**src/rtl/e203_pad_pwr_seq.sv**
```systemverilog
// e203_pad_pwr_seq: AON pad ring power sequencer (pad VDD enable, pad reset, output isolation).
// Latency: outputs registered and aligned with the state register; wake to VDD = 2 sync + DEB_CYC cycles.
// Backpressure: none; sleep_req_i in RAMP is held pending, and is ignored in ISO/DOWN/OFF.
// Optional: define E203_PAD_PWR_TEST_MODE_EN to add test_mode_i, which forces the ON state.
module e203_pad_pwr_seq #(
  parameter int unsigned RAMP_CYC = 64,
  parameter int unsigned HOLD_CYC = 8,
  parameter int unsigned DEB_CYC  = 16,
  parameter int unsigned CNT_W    = 8
) (
  input  logic       clk,
  input  logic       rst,
  input  logic       dwakeup_n_i,
  input  logic       sleep_req_i,
`ifdef E203_PAD_PWR_TEST_MODE_EN
  input  logic       test_mode_i,
`endif
  output logic       sleep_ack_o,
  output logic       wake_evt_o,
  output logic       vddpaden_o,
  output logic       padrst_o,
  output logic       pad_iso_o,
  output logic [2:0] state_o
);

  typedef enum logic [2:0] {
    ST_RAMP = 3'd0,
    ST_ON   = 3'd1,
    ST_ISO  = 3'd2,
    ST_DOWN = 3'd3,
    ST_OFF  = 3'd4
  } state_e;

  localparam logic [CNT_W-1:0] RAMP_LD  = CNT_W'(RAMP_CYC - 1);
  localparam logic [CNT_W-1:0] HOLD_LD  = CNT_W'(HOLD_CYC - 1);
  localparam logic [CNT_W-1:0] DEB_LAST = CNT_W'(DEB_CYC - 1);

  state_e           state_q, state_d;
  logic [CNT_W-1:0] cnt_q, cnt_d;
  logic [CNT_W-1:0] deb_cnt_q, deb_cnt_d;
  logic             pend_q, pend_d;
  logic             wake_evt_q, wake_evt_d;
  logic             sync1_q, sync1_d;
  logic             sync2_q, sync2_d;
  logic             vddpaden_q, vddpaden_d;
  logic             padrst_q, padrst_d;
  logic             pad_iso_q, pad_iso_d;
  logic             sleep_ack_q, sleep_ack_d;

  // Next-state, counters, debounce and output decode of the next state.
  always_comb begin
    sync1_d    = dwakeup_n_i;
    sync2_d    = sync1_q;
    state_d    = state_q;
    cnt_d      = cnt_q;
    pend_d     = pend_q;
    deb_cnt_d  = '0;
    wake_evt_d = 1'b0;

    case (state_q)
      ST_RAMP: begin
        // A request during ramp is remembered and served on the first ON cycle.
        if (sleep_req_i) pend_d = 1'b1;
        if (cnt_q == '0) state_d = ST_ON;
        else             cnt_d   = cnt_q - 1'b1;
      end
      ST_ON: begin
        if (pend_q || sleep_req_i) begin
          state_d = ST_ISO;
          pend_d  = 1'b0;
        end
      end
      ST_ISO: begin
        state_d = ST_DOWN;
        cnt_d   = HOLD_LD;
      end
      ST_DOWN: begin
        // Shutdown always completes; the wake pin is not looked at here.
        if (cnt_q == '0) state_d = ST_OFF;
        else             cnt_d   = cnt_q - 1'b1;
      end
      ST_OFF: begin
        if (!sync2_q) begin
          if (deb_cnt_q == DEB_LAST) begin
            state_d    = ST_RAMP;
            cnt_d      = RAMP_LD;
            wake_evt_d = 1'b1;
            pend_d     = 1'b0;
          end else if (deb_cnt_q != '1) begin
            deb_cnt_d = deb_cnt_q + 1'b1;
          end else begin
            deb_cnt_d = deb_cnt_q;
          end
        end
      end
      default: begin
        state_d = ST_RAMP;
        cnt_d   = RAMP_LD;
        pend_d  = 1'b0;
      end
    endcase

`ifdef E203_PAD_PWR_TEST_MODE_EN
    if (test_mode_i) begin
      state_d    = ST_ON;
      cnt_d      = cnt_q;
      pend_d     = 1'b0;
      deb_cnt_d  = '0;
      wake_evt_d = 1'b0;
    end
`endif

    // Outputs decode the next state so the registered copies line up with state_q.
    vddpaden_d  = 1'b1;
    padrst_d    = 1'b1;
    pad_iso_d   = 1'b1;
    sleep_ack_d = 1'b0;
    case (state_d)
      ST_ON:   begin padrst_d = 1'b0; pad_iso_d = 1'b0; end
      ST_ISO:  begin padrst_d = 1'b0; end
      ST_OFF:  begin vddpaden_d = 1'b0; sleep_ack_d = 1'b1; end
      default: begin end
    endcase
  end

  // All sequencer state, synchronizer and registered outputs.
  always_ff @(posedge clk) begin
    if (rst) begin
      sync1_q     <= 1'b1;
      sync2_q     <= 1'b1;
      state_q     <= ST_RAMP;
      cnt_q       <= RAMP_LD;
      pend_q      <= 1'b0;
      deb_cnt_q   <= '0;
      wake_evt_q  <= 1'b0;
      vddpaden_q  <= 1'b1;
      padrst_q    <= 1'b1;
      pad_iso_q   <= 1'b1;
      sleep_ack_q <= 1'b0;
    end else begin
      sync1_q     <= sync1_d;
      sync2_q     <= sync2_d;
      state_q     <= state_d;
      cnt_q       <= cnt_d;
      pend_q      <= pend_d;
      deb_cnt_q   <= deb_cnt_d;
      wake_evt_q  <= wake_evt_d;
      vddpaden_q  <= vddpaden_d;
      padrst_q    <= padrst_d;
      pad_iso_q   <= pad_iso_d;
      sleep_ack_q <= sleep_ack_d;
    end
  end

  assign sleep_ack_o = sleep_ack_q;
  assign wake_evt_o  = wake_evt_q;
  assign vddpaden_o  = vddpaden_q;
  assign padrst_o    = padrst_q;
  assign pad_iso_o   = pad_iso_q;
  assign state_o     = state_q;

endmodule

```
**config.mk**
```make
export PLATFORM = sky130hd
export DESIGN_NAME = e203_pad_pwr_seq
export DESIGN_NICKNAME = d
export VERILOG_FILES = /design/src/rtl/e203_pad_pwr_seq.sv
export SDC_FILE = /design/constraint.sdc
export NUM_CORES = 1
export LEC_CHECK = 0
export ABC_AREA = 1
export CAP_MARGIN = 25
export CORE_MARGIN = 2
export CORE_UTILIZATION = 60
export CTS_CLUSTER_DIAMETER = 30
export DETAILED_ROUTE_END_ITERATION = 7
export PLACE_DENSITY = 0.85
export SLEW_MARGIN = 20
export SYNTH_ARGS = -nofsm -noshare
export SYNTH_HDL_FRONTEND = slang
export SYNTH_SLANG_ARGS = --single-unit
```
**constraint.sdc**
```tcl
create_clock -name clk -period 3.53 [get_ports clk]
set_input_delay 0.353 -clock clk [delete_from_list [all_inputs] [get_ports clk]]
set_output_delay 0.353 -clock clk [all_outputs]
set_load 0.05 [all_outputs]
```
==> flow_summary.json <==
{
  "switching_share_pct": 21.1,
  "slew_headroom_pct": 66.9,
  "antenna_found_initial": 0,
  "vias": 1220,
  "setup_viol": 0,
  "p_seq_share_pct": 68.0,
  "cts_tree": "built",
  "die_w_um": 51.4,
  "place_congestion": 0.874,
  "hold_path_class": "register to register",
  "avgSynthCellArea_um2": 7.10,
  "ys.warnings.count": 0,
  "avgViaCountPerCell": 5.26,
  "core_um2": 2170,
  "end_kind": "primary output",
  "slowest_delay_ps": 840,
  "crit_fanout": 4,
  "power_frac_comb_pct": 4.7,
  "path_buf_inv": 1,
  "layout-drive-gt1-share_pct": 12.3,
  "synth_nets": 196,
  "crit_family": "buffers and inverters",
  "crit_slowest_cell": "clkdlybuf4s50_1",
  "status": "complete, no violations",
  "dpl_worst_slack_ps": 1690,
  "peakVddDrop_uv": 259,
  "drt_iter0_markers": 23,
  "cts.htree.levels": 1,
  "cp-start-kind": "register",
  "cts.path.max_buffers": 2,
  "clock_skew_ps": 1.72,
  "critPathArrivalTime_ps": 1580,
  "ios": 12,
  "p_switching_w": 0.0000969,
  "cts_setup_buffers": 0,
  "die_h_um": 51.4,
  "die-area_um2": 2640,
  "grt_max_degree": 15,
  "netlist-cell-type-count": 26,
  "post_cts_resized": 0,
  "whs_ps": 428,
  "power.share.clock_pct": 27.3,
  "grt_pass1_vias": 1140,
  "root_buffer": "clkbuf_4",
  "routed_wirelength_mm": 2.54,
  "setup-tns-final_ps": 0,
  "critPathKind": "register to primary output",
  "reg2reg_slack_ps": 1980,
  "worstSetupStartpoint": "state_o[2]",
  "finalWorstSetupSlack_ps": 1600,
  "leakage_nw": 0.664,
  "clock_sinks": 27,
  "portBuffers": 11,
  "yosysSeqAreaShare_pct": 40.1,
  "wl_per_cell_um": 10.9,
  "final_nets": 211,
  "clk-insertion-delay-late_ps": 310,
  "nFillCells": 185,
  "drv_slew": 0,
  "fin_crit_sh_pct": 54.6,
  "dp.cells": 228,
  "drcViolationCount": 0,
  "initial_core_util_pct": 62.2,
  "syn-instance-count": 190,
  "finalHoldViolations": 0,
  "pwr_density_cell_nw_per_um2": 303,
  "hp-start": "sync1_q",
  "grt_setup_unrepaired": "no",
  "p_int_w": 0.000363,
  "overflow": 0,
  "grt_usage_pct": 23.2,
  "clk_pin_slew_ps": 130,
  "dp_hpwl_mm": 2.03,
  "min_period_ps": 1930,
  "ys_ff_latch": 27,
  "r2r_start": "cnt_q[0]",
  "antennaDiodeCount": 0,
  "cts_hold_buffers": 0,
  "crit_chain": "clkdlybuf4s50_1",
  "rows": 17,
  "max_clock_freq_mhz": 519,
  "required_ps": 3180,
  "cap_violations": 0,
  "grt_pass1_wl_mm": 4.71,
  "worst_slew_pin_slew_ps": 495,
  "fin_cells": 232,
  "first_pass_iters": 4,
  "cts_buffers": 3,
  "synth_area_um2": 1350,
  "area_growth_pct": 12.4,
  "antenna_left": 0
}
-- power by group through the flow --
stage | Combinational, W | Sequential (W) | Clock [W]
finish | 0.0000215 | 0.000313 | 0.000126
global route | 0.0000249 | 0.000314 | 0.000141
CTS | 0.0000216 | 0.000313 | 0.000132
detailed placement | 0.0000214 | 0.000320 | 0
global placement | 0.0000205 | 0.000320 | 0
floorplan | 0.0000146 | 0.000319 | 0
-- worst paths after layout --
check                                   to  cells after the start
worst min register to register     sync2_q                      1
worst max register to register    cnt_q[7]                      8
worst min-delay path               sync2_q                      1
worst max-delay path            state_o[2]                      1
-- worst register-to-register path, cell delays in order (launching register included) --
cell and delay (ps):
dfxtp_1 340, inv_1 110, ha_1 270, nand2_2 130
nor2_4 180, a21oi_1 100, nand2_2 140, nand2_1 80
a21oi_2 130
-- cell families (layout without fill, tap and decap cells) --
| family | after synthesis | in the layout | share of synthesized area (%) |
|---|---|---|---|
| buf+inv | 25 | 39 | 6.96 |
| simple gates | 104 | 104 | 37.5 |
| compound gates | 29 | 29 | 11.7 |
| fa+ha+maj | 2 | 2 | 1.85 |
| xor+xnor | 3 | 3 | 1.95 |
| flops | 27 | 27 | 40.1 |
-- layout make-up --
class | count | area [um^2] | area share, %
clock buffer | 4 | 26.3 | 1.73
inverter | 24 | 90.1 | 5.94
multi-input combinational | 138 | 714 | 47.1
sequential | 27 | 541 | 35.6
tap | 28 | 35.0 | 2.31
timing repair buffer | 11 | 110 | 7.26
-- sequential cells by signal (all words and copies together), names as in the netlist --
| name | flops |
|---|---|
| pend_q | 1 |
| padrst_o | 1 |
| sync1_q | 1 |
| deb_cnt_q | 8 |
| cnt_q | 8 |
| wake_evt_o | 1 |
| state_o | 3 |
| vddpaden_o | 1 |
| sleep_ack_o | 1 |
| sync2_q | 1 |
| pad_iso_o | 1 |
-- Yosys cell counts --
cell | count | area, um^2
inv_1 | 22 | 82.6
nand4_1 | 3 | 18.8
inv_2 | 2 | 7.51
a21oi_2 | 2 | 17.5
clkbuf_1 | 1 | 3.75
nor2_1 | 26 | 97.6
nand2_4 | 3 | 33.8
nand2_1 | 42 | 158
nand3_1 | 12 | 60.1
nand3_2 | 1 | 10.0
nor2_4 | 2 | 22.5
xnor2_1 | 1 | 8.76
nor4_1 | 1 | 6.26
nor3_1 | 2 | 10.0
o211ai_1 | 1 | 7.51
o21ai_0 | 8 | 40.0
ha_1 | 2 | 25.0
nand2_2 | 5 | 31.3
dfxtp_1 | 27 | 541
a21oi_1 | 14 | 70.1
or2_2 | 3 | 18.8
nor2_2 | 3 | 18.8
o31ai_1 | 1 | 7.51
o21ai_1 | 3 | 15.0
nor2_8 | 1 | 20.0
xor2_1 | 2 | 17.5
-- placed cells by master, fill, tap and decap left out --
cell             synthesis  routed
nand4_1                  3       3
nand2_4                  3       3
clkbuf_4                 0       3
inv_2                    2       2
ha_1                     2       2
dfxtp_1                 27      27
nor2_1                  26      26
nand3_1                 12      12
o21ai_1                  3       3
a21oi_2                  2       2
nand3_2                  1       1
a21oi_1                 14      14
o31ai_1                  1       1
nor2_2                   3       3
nor2_8                   1       1
xnor2_1                  1       1
or2_2                    3       3
nor4_1                   1       1
inv_1                   22      22
nand2_1                 42      42
xor2_1                   2       2
nand2_2                  5       5
clkbuf_1                 1       1
nor2_4                   2       2
nor3_1                   2       2
o211ai_1                 1       1
o21ai_0                  8       8
clkdlybuf4s50_1          0      11
-- per-stage QoR --
step,util [%],total power [W],instance area (um^2)
2_1_floorplan,-,0.000333,1350
3_3_place_gp,68.7,0.000340,1490
3_5_place_dp,68.7,0.000341,1490
4_1_cts,69.9,0.000466,1520
5_1_grt,69.9,0.000480,1520
6_report,69.9,0.000460,1520
-- layer usage --
layer  up-vias  global-route usage [%]  wire length (um)
li1        637                       -                 -
met1       556                    30.2              1140
met2        23                    39.1              1250
met3         4                    2.92               107
met4         0                    8.33                31
met5         -                       0                 0
Note: power is estimated with default switching activity, not from simulation.
